## src/rtl/keypad_matrix_scanner.sv

```systemverilog
// 4x4 matrix keypad scanner: rotates an active-low column drive on each scan tick,
// assembles a 16-position frame every four ticks and debounces press/release per frame.
module keypad_matrix_scanner #(
    parameter int DEBOUNCE_FRAMES = 4,
    parameter int CNT_W           = 3
) (
    input  logic       clk,
    input  logic       reset,
    input  logic       scan_clk,
    input  logic [3:0] row,
    output logic [3:0] col,
    output logic [3:0] key_code,
    output logic       key_valid,
    output logic       key_held
);

    typedef enum logic [1:0] {
        IDLE     = 2'd0,
        PRESS_DB = 2'd1,
        PRESSED  = 2'd2,
        REL_DB   = 2'd3
    } state_t;

    localparam logic [CNT_W-1:0] DB_LAST = CNT_W'(DEBOUNCE_FRAMES);
    localparam logic [CNT_W-1:0] CNT_ONE = CNT_W'(1);

    logic [3:0]       row_meta_q, row_sync_q;
    logic             scan_clk_q;
    logic [1:0]       col_idx_q, col_idx_d;
    logic [3:0]       col_q, col_d;
    logic [15:0]      frame_q, frame_d;
    state_t           state_q, state_d;
    logic [3:0]       cand_q, cand_d;
    logic [CNT_W-1:0] cnt_q, cnt_d;
    logic [3:0]       key_code_q, key_code_d;
    logic             key_valid_q, key_valid_d;
    logic             key_held_q, key_held_d;

    logic             tick_s;
    logic             frame_eval_s;
    logic [15:0]      frame_full_s;
    logic [1:0]       n_low_s;
    logic [3:0]       hit_code_s;
    logic             single_s;
    logic             empty_s;
    logic [CNT_W-1:0] cnt_inc_s;

    // Scan tick, column sampling and frame classification
    always_comb begin
        tick_s       = scan_clk & ~scan_clk_q;
        frame_eval_s = tick_s && (col_idx_q == 2'd3);

        // Frame bits are 1 where the key is seen pressed (row pulled low).
        frame_full_s = frame_q;
        for (int r = 0; r < 4; r++) begin
            frame_full_s[4*r + int'(col_idx_q)] = ~row_sync_q[r];
        end

        n_low_s    = 2'd0;
        hit_code_s = 4'd0;
        for (int i = 0; i < 16; i++) begin
            if (frame_full_s[i]) begin
                if (n_low_s != 2'd2) begin
                    n_low_s = n_low_s + 2'd1;
                end else begin
                    n_low_s = 2'd2;
                end
                hit_code_s = 4'(i);
            end else begin
                n_low_s = n_low_s;
            end
        end
        single_s  = (n_low_s == 2'd1);
        empty_s   = (n_low_s == 2'd0);
        cnt_inc_s = cnt_q + CNT_ONE;

        if (tick_s) begin
            col_idx_d = col_idx_q + 2'd1;
            col_d     = {col_q[2:0], col_q[3]};
            frame_d   = frame_eval_s ? 16'h0000 : frame_full_s;
        end else begin
            col_idx_d = col_idx_q;
            col_d     = col_q;
            frame_d   = frame_q;
        end
    end

    // Debounce FSM next-state, advancing only at frame evaluation
    always_comb begin
        state_d     = state_q;
        cand_d      = cand_q;
        cnt_d       = cnt_q;
        key_code_d  = key_code_q;
        key_valid_d = 1'b0;
        key_held_d  = key_held_q;

        if (frame_eval_s) begin
            case (state_q)
                IDLE: begin
                    if (single_s) begin
                        state_d = PRESS_DB;
                        cand_d  = hit_code_s;
                        cnt_d   = CNT_ONE;
                    end else begin
                        cnt_d = '0;
                    end
                end
                PRESS_DB: begin
                    if (single_s && (hit_code_s == cand_q)) begin
                        if (cnt_inc_s == DB_LAST) begin
                            state_d     = PRESSED;
                            cnt_d       = '0;
                            key_code_d  = cand_q;
                            key_valid_d = 1'b1;
                            key_held_d  = 1'b1;
                        end else begin
                            cnt_d = cnt_inc_s;
                        end
                    end else if (single_s) begin
                        cand_d = hit_code_s;
                        cnt_d  = CNT_ONE;
                    end else begin
                        state_d = IDLE;
                        cnt_d   = '0;
                    end
                end
                PRESSED: begin
                    // Multiple keys still count as "held" so ghosting cannot fake a release.
                    if (empty_s) begin
                        state_d = REL_DB;
                        cnt_d   = CNT_ONE;
                    end else begin
                        cnt_d = '0;
                    end
                end
                REL_DB: begin
                    if (empty_s) begin
                        if (cnt_inc_s == DB_LAST) begin
                            state_d    = IDLE;
                            cnt_d      = '0;
                            key_held_d = 1'b0;
                        end else begin
                            cnt_d = cnt_inc_s;
                        end
                    end else begin
                        state_d = PRESSED;
                        cnt_d   = '0;
                    end
                end
                default: begin
                    state_d = IDLE;
                    cnt_d   = '0;
                end
            endcase
        end else begin
            state_d = state_q;
        end
    end

    // All state, synchronisers and registered outputs
    always_ff @(posedge clk) begin
        if (reset) begin
            row_meta_q  <= 4'hF;
            row_sync_q  <= 4'hF;
            scan_clk_q  <= 1'b0;
            col_idx_q   <= 2'd0;
            col_q       <= 4'b1110;
            frame_q     <= 16'h0000;
            state_q     <= IDLE;
            cand_q      <= 4'd0;
            cnt_q       <= '0;
            key_code_q  <= 4'd0;
            key_valid_q <= 1'b0;
            key_held_q  <= 1'b0;
        end else begin
            row_meta_q  <= row;
            row_sync_q  <= row_meta_q;
            scan_clk_q  <= scan_clk;
            col_idx_q   <= col_idx_d;
            col_q       <= col_d;
            frame_q     <= frame_d;
            state_q     <= state_d;
            cand_q      <= cand_d;
            cnt_q       <= cnt_d;
            key_code_q  <= key_code_d;
            key_valid_q <= key_valid_d;
            key_held_q  <= key_held_d;
        end
    end

    assign col       = col_q;
    assign key_code  = key_code_q;
    assign key_valid = key_valid_q;
    assign key_held  = key_held_q;

endmodule

```

## config.mk

```make
export PLATFORM = sky130hd
export DESIGN_NAME = keypad_matrix_scanner
export DESIGN_NICKNAME = d
export VERILOG_FILES = /design/src/rtl/keypad_matrix_scanner.sv
export SDC_FILE = /design/constraint.sdc
export NUM_CORES = 1
export LEC_CHECK = 0
export CELL_PAD_IN_SITES_DETAIL_PLACEMENT = 0
export CELL_PAD_IN_SITES_GLOBAL_PLACEMENT = 1
export CORE_ASPECT_RATIO = 0.7
export CORE_MARGIN = 1
export CORE_UTILIZATION = 47
export DETAILED_ROUTE_END_ITERATION = 8
export GPL_ROUTABILITY_DRIVEN = 0
export HOLD_SLACK_MARGIN = 0.15
export PLACE_DENSITY = 0.9
export SYNTH_ARGS = -nofsm -noshare
export SYNTH_HDL_FRONTEND = slang
export SYNTH_SLANG_ARGS = --single-unit
```

## constraint.sdc

```tcl
create_clock -name clk -period 9.1 [get_ports clk]
set_input_delay 1.365 -clock clk [delete_from_list [all_inputs] [get_ports clk]]
set_output_delay 1.365 -clock clk [all_outputs]
set_load 0.02 [all_outputs]
```

# After elaboration in Yosys (flattened, before gate mapping)
# Cells that the tools add are included.
classes:
  addsub: 20
  magnitude_cmp: 8
  eq_ne: 32
  n_mux: 82
  bitwise: 9
  n_reduce_logical: 15
op_table:
  columns: ["operator", "count"]
  rows:
  - ["two-way mux 2 bit", 37]
  - ["bitwise mux 16 bit", 4]
  - ["two-way mux 4 bit", 16]
  - ["!= test 2 bit (second input constant)", 22]
  - ["adder 2 x 1 -> 2 bit (second input constant)", 16]
  - ["two-way mux 16 bit", 1]
  - ["two-way mux 1 bit", 13]
  - ["demux 1 bit (select 4 bit)", 3]
  - ["case mux 3 bit (4 select lines)", 1]
  - ["AND reduction 6 bit", 2]
  - ["adder 4 x 2 -> 5 bit (first input constant)", 2]
  - [">= comparator 5 x 1 -> 1 bit (second input constant)", 2]
  - ["less-than comparator 5 bit (second input constant)", 2]
  - ["two-way mux 3 bit", 3]
  - ["!= test 3 bit (second input constant)", 3]
  - ["inverter 1 bit", 8]
  - ["case mux 2 bit (4 select lines)", 1]
  - ["case mux 4 bit (2 select lines)", 1]
  - ["equality test 2 bit (second input constant)", 3]
  - ["logical AND 1 bit", 6]
  - ["less-than comparator 2 x 5 -> 1 bit (second input constant)", 1]
  - ["less-than comparator 4 x 5 -> 1 bit (second input constant)", 1]
  - ["adder 3 x 2 -> 4 bit (first input constant)", 1]
  - ["equality test 2 x 1 -> 1 bit (second input constant)", 2]
  - ["other kinds (13)", 15]
totals:
  register_bits: 46
  out_inout_bits: 10
  word_cells: 178

# Longest topological paths before layout
# Gate-level depths: netlist of run 1.
logic_depth:
  word_depth: 58
  depth_mapped: 32
  ltp_nobuf: 29

# Least setup slack after synthesis of run 1
# Ideal clock, no wire load.
synth_path:
  kind: "register -> register"
  from: "register col_idx_q[0]"
  to: "register key_code_q[3], in the netlist key_code[3]"
  setup_ns: 0.128
  t_arrival_ns: 7.094
  t_required_ns: 8.972
  path_slack_ns: 1.878
  stages_incl_launch_ff: 30
  n_path_buf: 1
  path_cell_list: "dfxtp_1 > ha_1 > buf_1 > nor2_1 > a21oi_1 > inv_1 > ha_1 > or2_4 > a211o_1 > a21oi_2 > mux2i_1 > nor2_2 > o41ai_1 > o22ai_1 > o211ai_1 > o311ai_2 > xor2_2 > or4_1 > and3_1 > or3_4 > a31oi_4 > nor3_2 > or3_1 > a22oi_1 > ha_1 > nor3b_1 > nand3_1 > a21oi_2 > mux2i_1 > nor2_1"
synth_between:
  elab_chain_len: 57
  word_cells_on_any_way: 109
  cone_classes: "18 x add/sub; 8 x order compare; 18 x eq/ne; 58 x mux; 7 x reduce/logical"
synth_lines:
  columns: ["element", "line_no", "rtl"]
  rows:
  - ["start, declared", "29", "logic [1:0] col_idx_q, col_idx_d;"]
  - ["start signal, assigned", "179", "col_idx_q <= col_idx_d;"]
  - ["adder 3 x 2 -> 4 bit (tied with other cells)", "56", "frame_full_s[4*r + int'(col_idx_q)] = ~row_sync_q[r];"]
  - ["less-than comparator 4 x 5 -> 1 bit (implied by the code) (tied with other cells)", "56", null]
  - ["logical AND 1 bit (implied by the code) or two-way mux 1 bit (tied branches)", "56", null]
  - ["two-way mux 1 bit (implied by the code) or demux 1 bit (select 2 bit) (tied branches)", "56", null]
  - ["demux 1 bit (select 4 bit) or bitwise mux 16 bit (tied branches)", "56", null]
  - ["bitwise mux 16 bit (3 in a row)", "56", null]
  - ["two-way mux 1 bit", "62", "if (frame_full_s[i]) begin"]
  - ["adder 2 x 1 -> 2 bit or != test 2 bit (tied branches)", "64, 63", null]
  - ["(+39 left out)", null, null]
  - ["two-way mux 2 bit", "63", "if (n_low_s != 2'd2) begin"]
  - ["two-way mux 2 bit", "62", null]
  - ["adder 2 x 1 -> 2 bit or != test 2 bit (tied branches)", "64, 63", null]
  - ["two-way mux 2 bit", "63", null]
  - ["two-way mux 2 bit", "62", null]
  - ["equality test 2 x 1 -> 1 bit", "73", "single_s = (n_low_s == 2'd1);"]
  - ["logical AND 1 bit", "109", "if (single_s && (hit_code_s == cand_q)) begin"]
  - ["AND reduction 4 bit (no source line) (*)", null, null]
  - ["end signal, assigned", "185", "key_code_q <= key_code_d;"]
  - ["end, declared", "35", "logic [3:0] key_code_q, key_code_d;"]
# Mark *: on every way between the ends. The rest lies on a longest branch, timed or not.
# A chain may end at the register's enable or synchronous reset.

# Worst setup path after layout of run 1
# Ends and elaborated chain as after synthesis.

==> results.cfg, run 1 <==
[finish]
areaGrowthSynthToFinish_pct = 8.14
final_common_cell = nor2_1
n_antenna_cell = 0
stdcell_area_um2 = 4540
final_cell_mix = nor2_1, nand2_1, dfxtp_1
final_layout_size_suffix_gt1_share_pct = 12.8
fin_nets = 550

[logic_synthesis]
synth_top_family_by_area = compound AO/OA/AOI/OAI gates
muxShareOfSynthArea_pct = 1.43
synthSimpleGateAreaFrac_pct = 27.6
synth_cell_types = 95
synth_fa_ha_area_share_pct = 3.28
async_reset_ff_share_pct = 0
netlist_area_um2 = 4200
synth_edf_count = 0
synth.avg_cell_area_um2 = 7.89
yosysWarnings = 0
yosysSeqAreaShare_pct = 21.9
synth_ff_type = dfxtp_1
synth_cells = 532
synth_xor_area_share_pct = 5.37
synth_compound_area_share_pct = 36.5
synth_nets = 550
yosys_register_bits = 46

[critical_path]
startpoint_type = flip-flop
r2r_cells = 27
cpMostUsedCell = ha_1
crit_arrival_ns = 8.43
end_kind = flip-flop
crit_family = compound AO/OA/AOI/OAI gates
cpPeakStageDelay_ns = 0.60
cp_slowest_cell = or4_1
critPathBufInv = 1
critPathKind = reg2reg
r2r_slack_ns = 0.82
r2r_start = col_idx_q[0]
reg2reg_to = key_code[3]
critical_path.max_fanout = 13
crit_required_ns = 9.25

[timing]
tns_ns = 0
finalHoldViolations = 0
timing.hold.ws_ns = 0.406
skew_ns = 0.00358
period_share_pct = 90.9
fin_crit_ns = 8.28
slew_headroom_pct = 35.2
slew_viol_final = 0
rsz0062_at_grt = no
setup_viol = 0
worst_slack_ns = 0.825
tightest_slew_ns = 0.971
fmax_mhz = 121

[clock_tree]
ctsHoldBuffers = 0
cts.sinks = 46
cts_setup_buffers = 0
cts_buffers = 5
clk-insertion-delay-late_ns = 0.28
clockBufferDepth = 2
cts_tree = built
h-tree-depth = 2
clk_transition_reported_paths_ns = 0.06
cts_root_buf = clkbuf_16
post_cts_resized = 0

[power]
vdd_ir_drop_max_mv = 0.129
power_uw = 1080
power_density_nw_per_um2 = 237
p_leak_uw = 0.00160

[global_routing]
gr-total-overflow = 0
grt_max_degree = 38
grt_pass1_wl_um = 18500
grt_pass1_vias = 3771
antenna_found_initial = 0
grt_usage_pct = 24.4

[floorplanning]
die_area_um2 = 9320
die_y_um = 81.1
pin_count = 17
rows = 28
start_util_pct = 49.1
die_x_um = 115
core_um2 = 8550

[job]
max_cap_viol_count = 0

[drt]
ant_nets = 0
vias_per_cell = 6.49
wl_per_cell_um = 17.1
drc = 0
drt-total-wl_um = 11200
vias = 4237
drtIter0Drc = 491
drt_pass1_iterations = 7

[min_path]
hold_depth = 1
hold_path.startpoint = row_meta_q[0]
min_path_type = reg2reg
holdPathEnd = row_sync_q[0]

[placement]
hpwl_um = 8320
pre_cts_ws_ns = 1.07
place_area_um2 = 4390
portBuffers = 16

[status]
status = finished clean
## registers in the layout, indices dropped and copies added (netlist names)
signal / cells
row_meta_q: 4
row_sync_q: 4
frame_q: 16
col_idx_q: 2
key_code: 4
key_valid: 1
state_q: 2
cand_q: 4
col: 4
key_held: 1
cnt_q: 3
scan_clk_q: 1
## Yosys cell counts (4+ instances only)
library cell	instances	share of area (%)
o21ai_1	6	0.72
a22oi_1	13	2.3
inv_1	9	0.80
nand2_1	47	4.2
or2_2	9	1.3
o22ai_1	5	0.75
xnor2_1	18	3.8
a221oi_1	4	0.83
and2_1	7	1.0
mux2i_1	6	1.4
o31ai_1	4	0.72
nand3_1	11	1.3
a211oi_1	6	1.1
a21o_1	12	2.1
xor2_1	4	0.83
a311oi_1	5	1.0
a31oi_1	6	0.89
o21a_1	5	0.89
a21oi_2	5	1.0
nand2b_1	7	1.0
nor3_1	21	2.5
or3_1	4	0.60
a21oi_1	41	4.9
a211o_1	5	1.0
clkbuf_1	14	1.3
ha_1	11	3.3
nor2_1	62	5.5
and3_1	7	1.0
nor4_1	5	0.75
a211oi_2	4	1.2
dfxtp_1	46	22
o21ai_0	19	2.3
o211ai_1	9	1.6
## final cells by class
class | count | area (µm²)
repair buffers | 17 | 168
inverters | 9 | 33.8
clock buffers | 6 | 139
flip-flops and latches | 46 | 921
fillers | 826 | 4010
multi-input cells | 453 | 3110
well taps | 120 | 150
clock inverters | 2 | 12.5
## worst register-to-register path: stages (launching register included)
cell and delay, ns:
dfxtp_1 0.40, ha_1 0.43, nor2_1 0.12, a21oi_1 0.38, inv_1 0.09, ha_1 0.39
or2_4 0.29, a211o_1 0.28, a21oi_2 0.19, mux2i_1 0.40, nor2_2 0.16, o41ai_1 0.41
o22ai_1 0.23, o311ai_2 0.45, xor2_2 0.28, or4_1 0.60, and3_1 0.20, o21ai_1 0.26
nand2_1 0.12, a2111oi_0 0.54, a221oi_1 0.22, xnor2_1 0.19, ha_1 0.32, nor3b_1 0.27
nand3_1 0.16, a21oi_2 0.44, mux2i_1 0.27, nor2_1 0.06
## metal layers
layer	routed length (µm)	global-route usage, %
met5	0	0
met4	38	3.64
met1	5610	35.8
met3	708	3.28
met2	4790	38.4
## how the worst max path moves through the flow
stage	from	to	slack, ns	cells past startpoint
4_1_cts	col_idx_q[0]	key_code[3]	0.92	27
2_1_floorplan	col_idx_q[0]	key_code[3]	1.88	29
5_1_grt	col_idx_q[0]	key_code[3]	0.21	27
3_5_place_dp	col_idx_q[0]	key_code[2]	1.07	27
3_3_place_gp	col_idx_q[0]	key_code[2]	1.39	28
6_report	col_idx_q[0]	key_code[3]	0.82	27
## stage by stage
step | instances | util, %
2_1_floorplan | 532 | -
3_3_place_gp | 645 | 51.3
3_5_place_dp | 645 | 51.3
4_1_cts | 653 | 53.1
5_1_grt | 653 | 53.1
6_report | 653 | 53.1
## power by group
part | switching, µW | internal (µW) | total, µW
clock network | 71.5 | 109 | 180
logic | 432 | 251 | 683
registers | 6.02 | 209 | 215
## cells by family after synthesis
family / Yosys count
AO/OA/AOI/OAI: 196
XOR/XNOR: 24
adder cells (fa/ha/maj): 11
buffers and inverters: 33
flip-flops: 46
multiplexers: 6
AND/OR/NAND/NOR: 216
Power figures use the tool's default switching activity.
==> run 2: changes to the inputs <==
--- a/config.mk
+++ b/config.mk
@@ -5,11 +5,12 @@
 export SDC_FILE = /design/constraint.sdc
 export NUM_CORES = 1
 export LEC_CHECK = 0
+export ABC_AREA = 1
 export CELL_PAD_IN_SITES_DETAIL_PLACEMENT = 0
 export CELL_PAD_IN_SITES_GLOBAL_PLACEMENT = 1
 export CORE_ASPECT_RATIO = 0.7
 export CORE_MARGIN = 1
-export CORE_UTILIZATION = 47
+export CORE_UTILIZATION = 43
 export DETAILED_ROUTE_END_ITERATION = 8
 export GPL_ROUTABILITY_DRIVEN = 0
 export HOLD_SLACK_MARGIN = 0.15
==> results.cfg, run 2 <==
[status]
status = finished clean

[timing]
setup_viol = 0
slew_headroom_pct = 42.7
tns_ns = 0
period_share_pct = 66.4
fmax_mhz = 165
fin_crit_ns = 6.04
slew_viol_final = 0
rsz0062_at_grt = no
finalHoldViolations = 0
tightest_slew_ns = 0.856
skew_ns = 0.00310

[finish]
areaGrowthSynthToFinish_pct = 11.3
multi_input_area_um2 = 2340
final.fill_count = 782
largest_reg_flops = 16
final_cell_mix = nand2_1, nand3_1, inv_1
final_common_cell = nand2_1
postLayoutCoreUtil_pct = 49.9
fin_nets = 611
n_antenna_cell = 0
largest_register = frame_q
stdcell_area_um2 = 3960
regArea_um2 = 921
final_cells = 695
final_layout_size_suffix_gt1_share_pct = 17.0

[critical_path]
end_kind = flip-flop
r2r_slack_ns = 3.06
reg2reg_to = state_q[0]
cp_slowest_cell = o21ai_0
critPathBufInv = 7
endpoint = state_q[0]
startpoint_type = flip-flop
crit_family = simple AND/OR/NAND/NOR gates
crit_cells = 47
critical_path.max_fanout = 7
critPathKind = reg2reg
cpMostUsedCell = nand2_1
r2r_start = col_idx_q[0]
crit_required_ns = 9.28
crit_arrival_ns = 6.23
cpPeakStageDelay_ns = 0.41
r2r_cells = 47
crit_start = col_idx_q[0]

[clock_tree]
cts_tree = built
cts_setup_buffers = 0
clk_transition_reported_paths_ns = 0.06
cts.sinks = 46
clockBufferDepth = 2
post_cts_resized = 0
ctsHoldBuffers = 0
clk-insertion-delay-late_ns = 0.28
h-tree-depth = 2
cts_buffers = 5
cts_root_buf = clkbuf_16

[drt]
vias = 3552
drc = 0
vias_per_cell = 5.11
drt-total-wl_um = 8270
drt_pass1_iterations = 6
drtIter0Drc = 261
ant_nets = 0
wl_per_cell_um = 11.9

[placement]
dp.cells = 687
hpwl_um = 6320
place_area_um2 = 3790
portBuffers = 16

[logic_synthesis]
yosysMostFrequentCell = nand2_1
synth_cells = 580
synth_commonest_cells = nand2_1, nand3_1, inv_1, dfxtp_1, nand2_2
synth_cell_types = 34
synth_nets = 598
async_reset_ff_share_pct = 0
yosysSeqAreaShare_pct = 25.9
synth_ff_type = dfxtp_1
ys_top_cells_by_area = dfxtp_1, nand2_1, nand3_1
synth_top_area_share_pct = 25.9
synth.avg_cell_area_um2 = 6.13
synth_edf_count = 0
synth.largest_area_cell = dfxtp_1
yosys_register_bits = 46
netlist_area_um2 = 3560
yosysWarnings = 0

[floorplanning]
die_x_um = 111
die_y_um = 78.1
start_util_pct = 44.8
core_um2 = 7940
die_area_um2 = 8650
pin_count = 17
rows = 27

[global_routing]
antenna_found_initial = 0
grt_max_degree = 29
grt_pass1_vias = 3246
grt_usage_pct = 20.5
gr-total-overflow = 0
grt_pass1_wl_um = 14800

[job]
max_cap_viol_count = 0

[power]
p_leak_uw = 0.00193
vdd_ir_drop_max_mv = 0.117
power_uw = 784
power_density_nw_per_um2 = 198

[min_path]
min_path_type = reg2reg
-- run 2: logic make-up (layout without fill, tap and decap cells) --
kind of cell | after synthesis | count (layout) | synth area share [%]
simple gates | 367 | 367 | 48.3
fa+ha+maj | 11 | 11 | 3.87
flops | 46 | 46 | 25.9
buf+inv | 74 | 88 | 8.34
xor+xnor | 4 | 4 | 0.985
compound gates | 78 | 78 | 12.7
-- run 2: power by group --
part	switching (µW)	leakage, µW	internal (µW)
Combinational	252	0.00147	117
Sequential	4.72	0.000375	208
Clock	73.1	0.0000836	128
-- run 2: worst min path at each step --
stage	startpoint	endpoint	slack (ns)	depth (start not counted)
after floorplan	row_meta_q[0]	row_sync_q[0]	0.39	1
after global placement	row_meta_q[1]	row_sync_q[1]	0.39	1
after global routing	row_meta_q[3]	row_sync_q[3]	0.42	1
final	row_meta_q[3]	row_sync_q[3]	0.41	1
after detailed placement	row_meta_q[2]	row_sync_q[2]	0.40	1
after CTS	row_meta_q[3]	row_sync_q[3]	0.41	1
-- run 2: area by class of cell --
class / instances / share of cell area, %
clock buffers: 5 / 3.16
clock inverters: 3 / 1.01
inverters: 63 / 6.01
multi-input cells: 460 / 59.1
flip-flops and latches: 46 / 23.3
well taps: 101 / 3.19
repair buffers: 17 / 4.24
-- run 2: per-layer routing --
layer / GRT usage [%] / routed length (µm)
met5: 0 / 0
met4: 6.27 / 123
met3: 2.47 / 428
met2: 30.6 / 3230
met1: 30.6 / 4480
-- run 2: metrics by stage --
stage	setup WS (ns)	hold slack [ns]
global route	2.26	0.423
floorplan	3.84	0.389
global placement	3.30	0.392
CTS	3.11	0.415
detailed placement	3.17	0.396
finish	3.06	0.410
